==> src/rtl/cpu_types_pkg.sv <==
// Shared CPU datapath types.
//   WORD_W / REG_W : data word width and register index width
//   word_t         : one data word
//   regbits_t      : one register index
//   wbq_entry_t    : one pending writeback (destination index + data)
package cpu_types_pkg;

    localparam int unsigned WORD_W = 32;
    localparam int unsigned REG_W  = 5;

    typedef logic [WORD_W-1:0] word_t;
    typedef logic [REG_W-1:0]  regbits_t;

    typedef struct packed {
        regbits_t sel;
        word_t    dat;
    } wbq_entry_t;

endpackage

==> src/rtl/regfile_writeback_queue_if.sv <==
// Writeback request handshake into the register file writeback queue.
//   req_valid : request present (producer -> queue)
//   req_ready : queue accepts a request this cycle (queue -> producer)
//   req_sel   : destination register index
//   req_dat   : write data
// Modports: master = producer side, slave = queue side.
interface regfile_writeback_queue_if;
    import cpu_types_pkg::*;

    logic     req_valid;
    logic     req_ready;
    regbits_t req_sel;
    word_t    req_dat;

    modport master (
        output req_valid,
        output req_sel,
        output req_dat,
        input  req_ready
    );

    modport slave (
        input  req_valid,
        input  req_sel,
        input  req_dat,
        output req_ready
    );

endinterface

==> src/rtl/wbq_fwd_mux.sv <==
// Read-port forwarding mux for the writeback queue (built only with WBQ_FORWARD_EN).
// Returns the data of the youngest valid queue entry whose index matches rd_sel_i,
// otherwise the raw register file data; register 0 always reads as zero.
//   entries_i : queue storage array
//   valid_i   : per-slot valid bits
//   head_i    : slot index of the oldest entry
//   rd_sel_i  : read index presented by the datapath
//   rf_rdat_i : raw register file read data
//   rd_dat_o  : coherent read data
`ifdef WBQ_FORWARD_EN
module wbq_fwd_mux
    import cpu_types_pkg::*;
#(
    parameter int unsigned DEPTH = 4
) (
    input  wbq_entry_t                 entries_i [DEPTH],
    input  logic [DEPTH-1:0]           valid_i,
    input  logic [$clog2(DEPTH)-1:0]   head_i,
    input  regbits_t                   rd_sel_i,
    input  word_t                      rf_rdat_i,
    output word_t                      rd_dat_o
);

    localparam int unsigned PTR_W = $clog2(DEPTH);

    logic [PTR_W-1:0] idx;

    // Walk oldest to youngest so the last match (youngest) wins.
    always_comb begin
        idx      = '0;
        rd_dat_o = rf_rdat_i;
        for (int unsigned i = 0; i < DEPTH; i++) begin
            idx = head_i + PTR_W'(i);
            if (valid_i[idx] && (entries_i[idx].sel == rd_sel_i)) begin
                rd_dat_o = entries_i[idx].dat;
            end
        end
        if (rd_sel_i == '0) begin
            rd_dat_o = '0;
        end
    end

endmodule
`endif

==> src/rtl/regfile_writeback_queue.sv <==
// Register file writeback queue: buffers register writes in a FIFO and drains them
// into the register file write port whenever the port is free. Writes to register 0
// are accepted and dropped. Optional read forwarding (macro WBQ_FORWARD_EN) makes
// the read ports see pending writes; without it reads pass straight through.
//   clk, rst          : clock, asynchronous active-high reset
//   req               : request handshake (slave modport)
//   rf_busy           : register file write port unavailable this cycle
//   rf_WEN/wsel/wdat  : register file write port
//   rd_sel1/2         : datapath read indices
//   rf_rdat1/2        : raw register file read data
//   rd_dat1/2         : coherent read data
//   count/full/empty  : occupancy
// DEPTH must be a power of two and at least 2.
module regfile_writeback_queue
    import cpu_types_pkg::*;
#(
    parameter int unsigned DEPTH = 4
) (
    input  logic                       clk,
    input  logic                       rst,
    regfile_writeback_queue_if.slave   req,
    input  logic                       rf_busy,
    output logic                       rf_WEN,
    output regbits_t                   rf_wsel,
    output word_t                      rf_wdat,
    input  regbits_t                   rd_sel1,
    input  regbits_t                   rd_sel2,
    input  word_t                      rf_rdat1,
    input  word_t                      rf_rdat2,
    output word_t                      rd_dat1,
    output word_t                      rd_dat2,
    output logic [$clog2(DEPTH):0]     count,
    output logic                       full,
    output logic                       empty
);

    localparam int unsigned      PTR_W     = $clog2(DEPTH);
    localparam logic [PTR_W:0]   DEPTH_CNT = (PTR_W+1)'(DEPTH);

    logic [PTR_W-1:0] wr_ptr_q, wr_ptr_d;
    logic [PTR_W-1:0] rd_ptr_q, rd_ptr_d;
    logic [PTR_W:0]   count_q,  count_d;
    wbq_entry_t       mem_q [DEPTH];
    wbq_entry_t       mem_d [DEPTH];

    logic       push;
    logic       enq;
    logic       deq;
    wbq_entry_t head;

    assign full          = (count_q == DEPTH_CNT);
    assign empty         = (count_q == '0);
    assign count         = count_q;
    // Depends only on state, so no combinational path from req_valid.
    assign req.req_ready = !full;

    assign push = req.req_valid && req.req_ready;
    assign enq  = push && (req.req_sel != '0);
    assign head = mem_q[rd_ptr_q];

    // Storage is unreset, so the write port is forced to zero while empty.
    assign rf_WEN  = !empty && !rf_busy;
    assign rf_wsel = empty ? '0 : head.sel;
    assign rf_wdat = empty ? '0 : head.dat;
    assign deq     = rf_WEN;

    always_comb begin
        wr_ptr_d = wr_ptr_q;
        rd_ptr_d = rd_ptr_q;
        count_d  = count_q;
        mem_d    = mem_q;
        if (enq) begin
            mem_d[wr_ptr_q] = '{sel: req.req_sel, dat: req.req_dat};
            wr_ptr_d        = wr_ptr_q + PTR_W'(1);
        end
        if (deq) begin
            rd_ptr_d = rd_ptr_q + PTR_W'(1);
        end
        unique case ({enq, deq})
            2'b10:   count_d = count_q + 1'b1;
            2'b01:   count_d = count_q - 1'b1;
            default: count_d = count_q;
        endcase
    end

    always_ff @(posedge clk or posedge rst) begin
        if (rst) begin
            wr_ptr_q <= '0;
            rd_ptr_q <= '0;
            count_q  <= '0;
        end else begin
            wr_ptr_q <= wr_ptr_d;
            rd_ptr_q <= rd_ptr_d;
            count_q  <= count_d;
        end
    end

    always_ff @(posedge clk) begin
        mem_q <= mem_d;
    end

`ifdef WBQ_FORWARD_EN
    logic [DEPTH-1:0] valid_q, valid_d;

    // A slot becomes visible to forwarding only after the edge that fills it.
    always_comb begin
        valid_d = valid_q;
        if (deq) begin
            valid_d[rd_ptr_q] = 1'b0;
        end
        if (enq) begin
            valid_d[wr_ptr_q] = 1'b1;
        end
    end

    always_ff @(posedge clk or posedge rst) begin
        if (rst) begin
            valid_q <= '0;
        end else begin
            valid_q <= valid_d;
        end
    end

    wbq_fwd_mux #(
        .DEPTH (DEPTH)
    ) u_fwd_mux1 (
        .entries_i (mem_q),
        .valid_i   (valid_q),
        .head_i    (rd_ptr_q),
        .rd_sel_i  (rd_sel1),
        .rf_rdat_i (rf_rdat1),
        .rd_dat_o  (rd_dat1)
    );

    wbq_fwd_mux #(
        .DEPTH (DEPTH)
    ) u_fwd_mux2 (
        .entries_i (mem_q),
        .valid_i   (valid_q),
        .head_i    (rd_ptr_q),
        .rd_sel_i  (rd_sel2),
        .rf_rdat_i (rf_rdat2),
        .rd_dat_o  (rd_dat2)
    );
`else
    // Caller stalls on pending writes; read indices are not needed here.
    logic unused_rd_sel;
    assign unused_rd_sel = ^{rd_sel1, rd_sel2};
    assign rd_dat1       = rf_rdat1;
    assign rd_dat2       = rf_rdat2;
`endif

endmodule

==> src/flat_wrapper.sv <==
// flat-port wrapper written by rule: the top's interface ports become plain ports
module regfile_writeback_queue_flat import cpu_types_pkg::*;
#(
    parameter int unsigned DEPTH = 4
)
  (clk, rst, rf_busy, rf_WEN, rf_wsel, rf_wdat, rd_sel1, rd_sel2, rf_rdat1, rf_rdat2, rd_dat1, rd_dat2, count, full, empty, req_req_valid, req_req_sel, req_req_dat, req_req_ready);
  regfile_writeback_queue_if req_i ();
  input  logic clk;
  input  logic rst;
  input  logic rf_busy;
  output logic rf_WEN;
  output regbits_t rf_wsel;
  output word_t rf_wdat;
  input  regbits_t rd_sel1;
  input  regbits_t rd_sel2;
  input  word_t rf_rdat1;
  input  word_t rf_rdat2;
  output word_t rd_dat1;
  output word_t rd_dat2;
  output logic [$clog2(DEPTH):0] count;
  output logic full;
  output logic empty;
  input wire logic [$bits(req_i.req_valid)-1:0] req_req_valid;
  input wire logic [$bits(req_i.req_sel)-1:0] req_req_sel;
  input wire logic [$bits(req_i.req_dat)-1:0] req_req_dat;
  output wire logic [$bits(req_i.req_ready)-1:0] req_req_ready;
  assign req_i.req_valid = req_req_valid;
  assign req_i.req_sel = req_req_sel;
  assign req_i.req_dat = req_req_dat;
  assign req_req_ready = req_i.req_ready;
  regfile_writeback_queue #(.DEPTH(DEPTH)) u_core (.clk(clk), .rst(rst), .req(req_i), .rf_busy(rf_busy), .rf_WEN(rf_WEN), .rf_wsel(rf_wsel), .rf_wdat(rf_wdat), .rd_sel1(rd_sel1), .rd_sel2(rd_sel2), .rf_rdat1(rf_rdat1), .rf_rdat2(rf_rdat2), .rd_dat1(rd_dat1), .rd_dat2(rd_dat2), .count(count), .full(full), .empty(empty));
endmodule
==> config.mk <==
export PLATFORM = sky130hd
export DESIGN_NAME = regfile_writeback_queue_flat
export DESIGN_NICKNAME = d
export VERILOG_FILES = /design/src/rtl/cpu_types_pkg.sv /design/src/rtl/regfile_writeback_queue_if.sv /design/src/rtl/wbq_fwd_mux.sv /design/src/rtl/regfile_writeback_queue.sv /design/src/flat_wrapper.sv
export SDC_FILE = /design/constraint.sdc
export NUM_CORES = 1
export LEC_CHECK = 0
export BUFFER_PORTS_ARGS = -buffer_cell sky130_fd_sc_hd__buf_2
export CORE_ASPECT_RATIO = 0.9
export CORE_MARGIN = 5
export CORE_UTILIZATION = 50
export DETAILED_ROUTE_END_ITERATION = 10
export MAX_ROUTING_LAYER = met4
export PLACE_DENSITY = 0.9
export RECOVER_POWER = 50
export SLEW_MARGIN = 30
export SYNTH_ARGS = -nofsm -noshare
export SYNTH_HDL_FRONTEND = slang
export SYNTH_HIERARCHICAL = 1
export SYNTH_SLANG_ARGS = --single-unit
==> constraint.sdc <==
create_clock -name clk -period 4.7 [get_ports clk]
set_input_delay 0 -clock clk [delete_from_list [all_inputs] [get_ports clk]]
set_output_delay 0 -clock clk [all_outputs]
set_load 0.1 [all_outputs]
* After elaboration in Yosys (flattened, before gate mapping)
Index checks and enable logic that the tools add are counted.
Word-level totals: register bits after elaboration 155, bits of input ports 115, output and inout bits 108, word-level logic and storage cells 42
Operators by class: $add $sub $neg 4, $lt $le $gt $ge 3, eq/ne operators 3, muxes and demuxes 9, bitwise gates (word level) 2, reduce and logical (&&, ||, !) cells 10
Operator list (count):
- bitwise mux 148 bit | 1
- 2-to-1 mux 37 bit | 3
- binary-select mux 37 bit (select 2 bit) | 1
- demux 37 bit (select 2 bit) | 1
- 2-to-1 mux 32 bit | 1
- greater-or-equal comparator 3 bit, second input constant | 2
- NOT 2 -> 3 bit | 2
- case mux 3 bit (2 select lines) | 1
- 2-to-1 mux 5 bit | 1
- nonzero test 5 bit | 1
- adder 2 x 1 -> 2 bit, second input constant | 2
- logical AND 1 bit | 4
- adder 3 x 1 -> 3 bit, second input constant | 1
- equality test 3 bit, second input constant | 1
- zero test 1 bit | 3
- zero test 3 bit | 1
- less-than comparator 3 x 1 -> 1 bit, second input constant | 1
- subtractor 3 x 1 -> 3 bit, second input constant | 1
- equality test 2 x 1 -> 1 bit, second input constant | 1
- equality test 2 bit, second input constant | 1
- nonzero test 2 bit | 1

* Longest topological paths before layout
Gate-level depths: netlist of the first run.
depth in word-level cells 6, mapped depth 9, gate-level depth less buffers 9

* Least setup slack after synthesis of the first run
OpenSTA, ideal clock, no wires.
kind register to register, from register u_core.count_q[0] (netlist: u_core/count[0]), to register u_core.count_q[2] (netlist: u_core/count[2]), library setup time 0.162 ns, arrival time 3.889 ns, required time 4.538 ns, setup slack 0.648 ns, cell stages (with the launch flop) 10, path buffers 1, clock period less this slack 4.052 ns, cells stage by stage dfrtp_1 nor3_1 clkbuf_1 nor2_1 ha_1 inv_1 fa_1 xor2_1 nor2_1 xor2_1
Between the ends: elaborated cells between the ends (all ways) 13, those cells by class 2 x add/sub; 3 x eq/ne; 1 x mux; 7 x reduce/logical
RTL lines:
- from (decl) | line regfile_writeback_queue.sv:42 | logic [PTR_W:0] count_q, count_d;
- from (signal assigned) | line regfile_writeback_queue.sv:94 | count_q <= count_d;
- zero test 3 bit (*) | line regfile_writeback_queue.sv:52 | assign empty = (count_q == '0);
- zero test 1 bit (*) | line regfile_writeback_queue.sv:62 | assign rf_WEN = !empty && !rf_busy;
- logical AND 1 bit (*) | line regfile_writeback_queue.sv:62
- via rf_WEN | line flat_wrapper.sv:11 | output logic rf_WEN;
- equality test 2 x 1 -> 1 bit / equality test 2 bit (equally long branches) | line regfile_writeback_queue.sv:79 | unique case ({enq, deq})
- case mux 3 bit (2 select lines) / nonzero test 2 bit (equally long branches)
Mark *: on every way through the listed nets, which the timed path passes. The rest lies on a longest branch. A chain may end at the register's enable or synchronous reset.

* Worst setup path in the final report of the first run
from register u_core.rd_ptr_q[0], to output port rf_wdat[19]
Between the ends: word-level cells in the longest chain between the ends 5
RTL lines:
- from (decl) | line regfile_writeback_queue.sv:41 | logic [PTR_W-1:0] rd_ptr_q, rd_ptr_d;
- from (signal assigned) | line regfile_writeback_queue.sv:93 | rd_ptr_q <= rd_ptr_d;
- NOT 2 -> 3 bit (not written as such) | line regfile_writeback_queue.sv:59 | assign head = mem_q[rd_ptr_q];
- binary-select mux 37 bit (select 2 bit) | line regfile_writeback_queue.sv:59
- 2-to-1 mux 37 bit (not written as such) (2 in a row) | line regfile_writeback_queue.sv:59
- 2-to-1 mux 32 bit | line regfile_writeback_queue.sv:64 | assign rf_wdat = empty ? '0 : head.dat;
- to (decl) | line flat_wrapper.sv:13 | output word_t rf_wdat;
No other way between the ends. The select of a mux whose other input is x is not followed.

==> results.py, run 1 <==
metrics = {
    "placement": {
        "routabilityCongestion": 0.749,
        "place.port_buffers": 84,
        "dp_hpwl_um": 8910,
    },
    "logic_synthesis": {
        "seq_area_frac_synth": 0.709,
        "yosys.area.top_type": "edfxtp_1",
        "synth_warnings": 6,
        "synthFlopType": "edfxtp_1",
        "synth_edf_count": 148,
        "syn_avg_cell_area_um2": 19.3,
        "syn-num-nets": 459,
        "synth_most_common_cell": "edfxtp_1",
        "ys_types": 22,
        "yosysTopAreaCellShare": 0.682,
        "async_flop_share": 0.0452,
        "synth_commonest_cells": "148 x edfxtp_1, 66 x buf_4, 37 x mux4_2, 37 x nor2b_1, 8 x inv_1",
        "netlist_area_mm2": 0.00651,
        "synthCells": 338,
        "synth.area.top_cells": "edfxtp_1 68%, mux4_2 13%, buf_4 7.6%",
        "ys_ff_latch": 155,
    },
    "cells_and_area": {
        "drive_above_1_share": 0.300,
        "area_growth_pct": 16.7,
        "antenna_cells": 0,
        "fin_nets": 528,
    },
    "routing": {
        "finalWirelength_um": 14300,
        "ant_nets": 0,
        "wire_per_inst_um": 24.5,
        "drt_pre_antenna_iters": 4,
        "drt_iter0_markers": 214,
        "vias": 3171,
        "drc": 0,
        "avgViaCountPerCell": 5.43,
    },
    "clock_network": {
        "htree_levels": 4,
        "cts_setup_buffers": 0,
        "clockBufferDepth": 2,
        "cts_made_buffers": 17,
        "cts_tree": "built",
        "postCtsResizedCells": 0,
        "root_buffer": "clkbuf_16",
        "clk-insertion-delay-late_ps": 420,
        "cts.sinks": 155,
        "clk_pin_slew_ps": 60,
    },
    "worst_setup_path": {
        "critPathLaunchType": "flip-flop",
        "required_ps": 4700,
        "critPathMaxFanout": 26,
        "critPathCaptureType": "primary output",
        "r2r_slack_ps": 2280,
        "worst-setup-path-type": "flip-flop to primary output",
        "arrival_ps": 2630,
    },
    "global_route": {
        "use_met2": 0.343,
        "grt-ovfl-total": 0,
        "grt_start_max_net_pins": 40,
        "grt_pass1_wl_um": 21400,
        "grt.busiest_layer": "met2",
        "grt_usage": 0.199,
        "grt_antenna_before_repair": 0,
        "use_met3": 0.0613,
        "grt_pass1_vias": 3582,
        "groute.layer.met1.usage": 0.209,
    },
    "floorplanning": {
        "rows": 39,
        "die_w_um": 130,
        "initial_core_util": 0.511,
        "coreArea_mm2": 0.0127,
        "dieArea_mm2": 0.0154,
        "io_pins": 223,
        "fp.dieH_um": 118,
    },
    "flow_run": {
        "cap_violations": 0,
    },
    "timing": {
        "min_period_over_period": 0.559,
        "rsz0062_at_grt": "no",
        "slew_headroom": 0.598,
        "fmaxAchievable_ghz": 0.380,
        "hold_viol": 0,
        "final.setup.tns_ps": 0,
        "tightestPinTransition_ps": 603,
        "setup_viol": 0,
        "min_period_ps": 2630,
        "slew_violations": 0,
        "clock-skew-final_ps": 5.27,
    },
    "worst_hold_path": {
        "hold_path_class": "input pin to primary output",
    },
    "outcome": {
        "outcome": "completed",
    },
}
[worst paths after layout]
check,startpoint,end,cells past startpoint
min in group asynchronous,rst,u_core/count[0],3
max in group asynchronous,rst,u_core/rd_ptr_q[0],3
worst max-delay path,u_core/rd_ptr_q[0],rf_wdat[19],4
worst min register to register,u_core/count[2],u_core/count[2],1
worst min-delay path,rf_rdat1[18],rd_dat1[18],0
worst max register to register,u_core/count[0],u_core/count[2],9
[metrics by stage]
| step | cells | hold slack [ps] | setup WS [ps] | utilization | instance area, µm² |
|---|---|---|---|---|---|
| CTS | 584 | 0.739 | 1740 | 0.600 | 7640 |
| global placement | 512 | -68.9 | 2250 | 0.519 | 6610 |
| floorplan | 338 | -197 | 648 | - | 6510 |
| detailed placement | 512 | -37.4 | 2200 | 0.519 | 6610 |
| finish | 584 | 0.0374 | 2070 | 0.597 | 7600 |
| global route | 584 | 0.269 | 1860 | 0.597 | 7600 |
[cell usage in the layout, fill, tap and decap left out, types with 2 or more instances in the layout]
cell and instances:
buf_2 49, nor2b_1 37, ha_1 5, xnor2_1 2, and2_4 4, buf_4 2, dlygate4sd3_1 40, bufinv_16 4
mux4_2 37, inv_1 8, xor2_1 4, clkbuf_1 37, clkbuf_8 2, dfrtp_4 2, clkinv_2 2, edfxtp_1 148
dfrtp_1 5, clkbuf_16 17, nor2_1 2, clkinvlp_4 2
[critical path: stages, from the launching register on]
cell     delay (ps)
dfrtp_4         770
buf_4           400
mux4_2          540
nor2b_1         160
buf_2           320
[sequential cells by signal, indices dropped and copies added (netlist names)]
| name | count |
|---|---|
| u_core/count | 3 |
| u_core/mem_q | 148 |
| u_core/rd_ptr_q | 2 |
| u_core/wr_ptr_q | 2 |
[routing by layer]
| metal | wire (µm) | vias up | part of all wire |
|---|---|---|---|
| met1 | 4750 | 1590 | 0.33 |
| met4 | 350 | 0 | 0.025 |
| met2 | 7890 | 175 | 0.55 |
| met3 | 1290 | 47 | 0.090 |
| li1 | - | 1359 | - |
| met5 | 0 | - | 0 |
[cell type report]
| class | instances | area [µm²] |
|---|---|---|
| inverters | 8 | 30.0 |
| multi-input cells | 99 | 1320 |
| flip-flops and latches | 155 | 4630 |
| clock inverters | 11 | 166 |
| clock buffers | 21 | 460 |
| fillers | 906 | 5130 |
| well taps | 164 | 205 |
| repair buffers | 126 | 792 |
[logic make-up (layout without fill, tap and decap cells)]
family / count (synthesis) / in the layout / share of synthesized area
compound gates: 1 / 1 / 0.00327
xor+xnor: 6 / 6 / 0.00807
buf+inv: 84 / 166 / 0.0893
flops: 155 / 155 / 0.709
mux: 39 / 39 / 0.132
fa+ha+maj: 6 / 6 / 0.0127
simple gates: 47 / 47 / 0.0455
[timing repair]
| item | in CTS | in global routing |
|---|---|---|
| setup endpoints to repair | 0 | 0 |
| hold buffers | 40 | 0 |
| hold endpoints to repair | 158 | 0 |
Power of run 1 is left out: the tool's default activity adds up to more than one toggle a clock period on the data nets, which glitch-free logic cannot reach.
==> run 2: changes to the inputs <==
- CORE_UTILIZATION: 50 -> 45
- PLACE_DENSITY: 0.9 -> 0.86
- clock period: 4.7 -> 2.11 ns (I/O delays scaled with it)
==> run 2 against run 1 <==
The run now fails in detailed routing (5_2_route); global-route usage down 1.8 points; synthesized area unchanged; synthesized cell count unchanged.
==> results.py, run 2 <==
metrics = {
    "outcome": {
        "outcome": "stopped before the end",
        "firstError": "[ERROR DRT-0255] Maze Route cannot find path of net rf_rdat1[13] in worker of routeBox ( 96600 96600 ) ( 136805 124125 ).",
        "stop_stage": "detailed routing (5_2_route)",
    },
    "floorplanning": {
        "fp.dieH_um": 124,
        "rows": 41,
        "initial_core_util": 0.462,
        "io_pins": 223,
        "die_w_um": 137,
    },
    "timing": {
        "worst-ep-kind": "register data pin",
        "grt-worst-endpoint": "u_core/count[2]$_DFFE_PP0P_/D",
    },
    "logic_synthesis": {
        "synth_edf_count": 148,
        "synth_most_common_cell": "edfxtp_1",
        "synthFlopType": "edfxtp_1",
        "synth_commonest_cells": "148 x edfxtp_1, 66 x buf_4, 37 x mux4_2, 37 x nor2b_1, 8 x inv_1",
        "synthCells": 338,
        "netlist_area_mm2": 0.00651,
        "yosys.area.top_type": "edfxtp_1",
        "syn-num-nets": 459,
        "syn_avg_cell_area_um2": 19.3,
        "ys_types": 22,
        "ys_ff_latch": 155,
        "seq_area_frac_synth": 0.709,
        "yosysTopAreaCellShare": 0.682,
        "synth.area.top_cells": "edfxtp_1 68%, mux4_2 13%, buf_4 7.6%",
        "async_flop_share": 0.0452,
        "synth_warnings": 6,
    },
    "placement": {
        "pre_cts_slack_ps": 19.5,
        "place.port_buffers": 84,
        "routabilityCongestion": 0.736,
        "dp_cells": 556,
        "dp_hpwl_um": 9300,
    },
    "global_route": {
        "grt-ovfl-total": 0,
        "grt_start_max_net_pins": 40,
        "grt_usage": 0.181,
        "grt_antenna_before_repair": 1,
        "grt_pass1_vias": 3484,
        "grt_pass1_wl_um": 21300,
    },
    "clock_network": {
        "htree_levels": 4,
        "clockBufferDepth": 2,
        "cts.sinks": 155,
        "cts_made_buffers": 17,
        "root_buffer": "clkbuf_16",
    },
}
run 2: per-layer routing:
layer / global-route usage
met1: 0.195
met2: 0.310
met3: 0.0525
met4: 0.0867
met5: -
run 2: kinds of logic after synthesis:
family	share of synthesized area
and+or+nand+nor	0.0455
AOI/OAI and AO/OA	0.00327
buffers and inverters	0.0893
xor gates and xnor gates	0.00807
DFF	0.709
adders and majority gates	0.0127
muxes	0.132
run 2: per-stage QoR:
stage / hold WS, ps / instance area (µm²) / util
2_1_floorplan: -197 / 6690 / -
3_3_place_gp: -62.7 / 7290 / 0.517
3_5_place_dp: -42.3 / 7290 / 0.517
4_1_cts: 0.681 / 8320 / 0.590
5_1_grt: 0.252 / 8360 / 0.593
run 2: what timing repair did:
| action | CTS | global route |
|---|---|---|
| gates resized for setup | 2 | 9 |
| gates cloned | 0 | 1 |
| hold buffers | 39 | 0 |
| endpoints found under the hold margin | 157 | 0 |
| setup buffers | 1 | 4 |
| pin swaps | 1 | 4 |
| endpoints found under the setup margin | 38 | 21 |
==> run 3: changes to the inputs <==
- CORE_ASPECT_RATIO: 0.9 -> default
- CORE_UTILIZATION: 45 -> 35
- MAX_ROUTING_LAYER: met4 -> default
- PLACE_DENSITY: 0.86 -> default
- PLACE_DENSITY_LB_ADDON: default -> 0.15
- clock period: 2.11 -> 2.7 ns (I/O delays scaled with it)
==> run 3 against run 2 <==
The flow now finishes without violations; global-route usage decreased by 4.6 points.
==> results.py, run 3 (synthesis results as in run 1) <==
metrics = {
    "outcome": {
        "outcome": "completed",
    },
    "floorplanning": {
        "die_w_um": 146,
        "dieArea_mm2": 0.0214,
        "initial_core_util": 0.359,
        "rows": 49,
        "fp.dieH_um": 146,
        "io_pins": 223,
        "coreArea_mm2": 0.0181,
    },
    "global_route": {
        "grt_usage": 0.136,
        "grt_start_max_net_pins": 40,
        "grt_pass1_vias": 3528,
        "grt-ovfl-total": 0,
        "grt_pass1_wl_um": 21500,
        "grt_antenna_before_repair": 0,
    },
    "clock_network": {
        "cts_setup_buffers": 0,
        "postCtsResizedCells": 0,
        "cts.sinks": 155,
        "htree_levels": 4,
        "clockBufferDepth": 2,
        "cts_tree": "built",
        "root_buffer": "clkbuf_16",
        "clk-insertion-delay-late_ps": 420,
        "cts_made_buffers": 17,
        "clk_pin_slew_ps": 60,
        "cts_hold_buf": 40,
    },
    "routing": {
        "wire_per_inst_um": 21.2,
        "drc": 0,
        "vias": 3128,
        "drt_iter0_markers": 145,
        "avgViaCountPerCell": 4.75,
        "ant_nets": 0,
        "drt_pre_antenna_iters": 5,
        "finalWirelength_um": 14000,
    },
    "placement": {
        "pre_cts_slack_ps": 419,
        "place.port_buffers": 84,
        "dp_hpwl_um": 8840,
        "routabilityCongestion": 0.659,
    },
    "cells_and_area": {
        "fin_nets": 538,
        "largest_reg_flops": 148,
        "final_cell_mix": "148 x edfxtp_1, 49 x buf_2, 40 x dlygate4sd3_1, 37 x mux4_2, 36 x clkbuf_1",
        "area_growth_pct": 20.0,
        "layout_commonest_cell": "edfxtp_1",
        "antenna_cells": 0,
        "regMostFlops": "u_core/mem_q",
        "drive_above_1_share": 0.335,
    },
    "worst_setup_path": {
        "cp-startpoint": "u_core/rd_ptr_q[0]",
        "worst-setup-path-type": "flip-flop to primary output",
        "critPathCaptureType": "primary output",
        "arrival_ps": 2450,
        "critPathMaxFanout": 19,
        "reg2reg_from": "u_core/count[2]",
        "reg2reg_depth": 4,
        "required_ps": 2700,
        "critPathLaunchType": "flip-flop",
    },
    "timing": {
        "slew_violations": 0,
        "clock-skew-final_ps": 6.67,
        "min_period_ps": 2450,
        "fmaxAchievable_ghz": 0.409,
        "slew_headroom": 0.473,
        "tightestPinTransition_ps": 791,
        "setup_viol": 0,
        "rsz0062_at_grt": "no",
        "setup_slack_ps": 252,
        "hold_viol": 0,
        "min_period_over_period": 0.907,
    },
    "worst_hold_path": {
        "worstHoldStart": "rf_rdat2[14]",
        "min_delay_path_depth": 0,
        "hold_path_class": "input pin to primary output",
    },
    "flow_run": {
        "cap_violations": 0,
    },
}
-- run 3: cell type report --
| type | count | area [µm²] |
|---|---|---|
| Tap cell | 229 | 287 |
| Clock inverter | 14 | 216 |
| Inverter | 8 | 30.0 |
| Multi-Input combinational cell | 99 | 1330 |
| Clock buffer | 18 | 429 |
| Timing Repair Buffer | 136 | 892 |
| Fill cell | 1637 | 10300 |
| Sequential cell | 155 | 4630 |
-- run 3: stage by stage --
step                instance area [µm²]  setup TNS (ps)  hold slack [ps]   util  cells
finish                             7810               0           0.0279  0.431    659
global route                       7810               0            0.158  0.431    659
detailed placement                 6810               0            -35.8  0.375    587
CTS                                7860               0            0.681  0.433    659
global placement                   6810               0            -35.8  0.375    587
floorplan                          6540            -881             -197      -    338
-- run 3: worst max-delay path: stages, from the launching register on --
cell and delay, ps:
dfrtp_2 730, buf_12 280, mux4_2 530, nor2b_1 160, buf_2 320
-- run 3: worst paths after layout --
kind / to / slack [ps]
max reg2reg: u_core/mem_q[49] / 450
min in group asynchronous: u_core/wr_ptr_q[1] / 70
max in group asynchronous: u_core/rd_ptr_q[0] / 2380
max: rf_wdat[22] / 250
min: rd_dat2[14] / 0.03
min reg2reg: u_core/count[2] / 500
-- run 3: metal layers --
metal	up-vias	track usage	routed length, µm
met4	0	0.0715	459
met2	102	0.229	7260
met3	55	0.0425	835
met1	1590	0.155	5440
li1	1381	-	-
met5	-	0.00227	0
Power of run 3 is left out for the same reason.
==> run 4: changes to the inputs <==
- CTS_BUF_LIST: default -> sky130_fd_sc_hd__clkbuf_16
==> run 4 against run 3 <==
Global-route usage stayed put; sequential cell count is the same; highest routed layer unchanged; first-iteration DRC count unchanged; critical endpoint unchanged.
==> results.py, run 4 (synthesis results as in run 1) <==
metrics = {
    "outcome": {
        "outcome": "completed",
    },
    "flow_run": {
        "cap_violations": 0,
    },
    "floorplanning": {
        "die_w_um": 146,
        "initial_core_util": 0.359,
        "fp.dieH_um": 146,
        "io_pins": 223,
        "dieArea_mm2": 0.0214,
        "coreArea_mm2": 0.0181,
        "rows": 49,
    },
    "routing": {
        "drt_pre_antenna_iters": 5,
        "drt_iter0_markers": 145,
        "drc": 0,
        "wire_per_inst_um": 21.2,
        "avgViaCountPerCell": 4.75,
        "vias": 3128,
        "finalWirelength_um": 14000,
        "ant_nets": 0,
    },
    "worst_setup_path": {
        "critPathMaxFanout": 19,
        "cp_cell_sequence": "buf_12 -> mux4_2 -> nor2b_1 -> buf_2",
        "cpPeakStageDelay_ps": 730,
        "r2r_slack_ps": 450,
        "critPathTopFamily": "flip-flops",
        "required_ps": 2700,
        "cp_num_buf_inv": 2,
        "critPathCaptureType": "primary output",
        "critPathLaunchType": "flip-flop",
        "arrival_ps": 2450,
        "crit_slowest_cell": "dfrtp_2",
        "worst-setup-path-type": "flip-flop to primary output",
    },
    "timing": {
        "rsz0062_at_grt": "no",
        "setup_viol": 0,
        "slew_violations": 0,
        "fmaxAchievable_ghz": 0.409,
        "clock-skew-final_ps": 6.67,
        "min_period_ps": 2450,
        "fin_hold_ws_ps": 0.0279,
        "tightestPinTransition_ps": 791,
        "final.setup.tns_ps": 0,
        "slew_headroom": 0.473,
        "min_period_over_period": 0.907,
        "hold_viol": 0,
    },
    "cells_and_area": {
        "fillCellCount": 1637,
        "final_cell_mix": "148 x edfxtp_1, 49 x buf_2, 40 x dlygate4sd3_1, 37 x mux4_2, 35 x clkbuf_1",
        "largest_reg_flops": 148,
        "area_growth_pct": 20.0,
        "final_cell_area_mm2": 0.00781,
        "regMostFlops": "u_core/mem_q",
        "drive_above_1_share": 0.335,
        "fin_nets": 538,
        "antenna_cells": 0,
        "layout_commonest_cell": "edfxtp_1",
    },
    "global_route": {
        "grt_start_max_net_pins": 40,
        "grt_antenna_before_repair": 0,
        "grt_usage": 0.136,
        "grt.busiest_layer": "met2",
        "grt_pass1_vias": 3528,
        "grt_pass1_wl_um": 21500,
        "use_met2": 0.229,
        "use_met3": 0.0425,
        "groute.layer.met1.usage": 0.155,
        "grt-ovfl-total": 0,
    },
    "placement": {
        "dp_hpwl_um": 8840,
        "placed_area_mm2": 0.00681,
        "place.port_buffers": 84,
        "routabilityCongestion": 0.659,
    },
    "clock_network": {
        "cts_tree": "built",
        "cts_setup_buffers": 0,
        "root_buffer": "clkbuf_16",
        "clockBufferDepth": 2,
        "cts_made_buffers": 17,
        "cts.sinks": 155,
        "htree_levels": 4,
        "clk_pin_slew_ps": 60,
        "clk-insertion-delay-late_ps": 420,
    },
    "worst_hold_path": {
        "hold_path_class": "input pin to primary output",
    },
}
run 4: cell types whose count changed in the layout (fill, tap and decap cells not counted), sizes merged:
| cell | before | now |
|---|---|---|
| inv | 12 | 13 |
| clkbuf | 53 | 52 |
run 4: routing by layer:
| metal | up-vias | share of wire |
|---|---|---|
| met3 | 55 | 0.060 |
| met4 | 0 | 0.033 |
| met5 | - | 0 |
| li1 | 1381 | - |
| met1 | 1590 | 0.39 |
| met2 | 102 | 0.52 |
run 4: per-stage QoR:
stage | setup slack, ps | instances | utilization
2_1_floorplan | -128 | 338 | -
3_3_place_gp | 428 | 587 | 0.375
3_5_place_dp | 419 | 587 | 0.375
4_1_cts | 154 | 659 | 0.433
5_1_grt | 99.7 | 659 | 0.431
6_report | 252 | 659 | 0.431
run 4: final timing paths:
| path | start | end | cells past startpoint |
|---|---|---|---|
| worst max-delay path | u_core/rd_ptr_q[0] | rf_wdat[22] | 4 |
| worst min-delay path | rf_rdat2[14] | rd_dat2[14] | 0 |
| worst max register to register | u_core/count[2] | u_core/mem_q[49] | 4 |
| worst min register to register | u_core/count[2] | u_core/count[2] | 1 |
| max in group asynchronous | rst | u_core/rd_ptr_q[0] | 3 |
| min in group asynchronous | rst | u_core/wr_ptr_q[1] | 3 |
run 4: area by class of cell:
| type | count | area (µm²) | area share |
|---|---|---|---|
| Sequential cell | 155 | 4630 | 0.592 |
| Inverter | 8 | 30.0 | 0.00384 |
| Tap cell | 229 | 287 | 0.0367 |
| Multi-Input combinational cell | 99 | 1330 | 0.171 |
| Timing Repair Buffer | 136 | 892 | 0.114 |
| Clock buffer | 17 | 425 | 0.0544 |
| Clock inverter | 15 | 220 | 0.0282 |
run 4: repair_timing:
| action | in CTS | in global routing |
|---|---|---|
| hold buffers | 40 | 0 |
| hold endpoints to repair | 158 | 0 |
| gates resized for setup | 0 | 0 |
Power of run 4 is left out for the same reason.
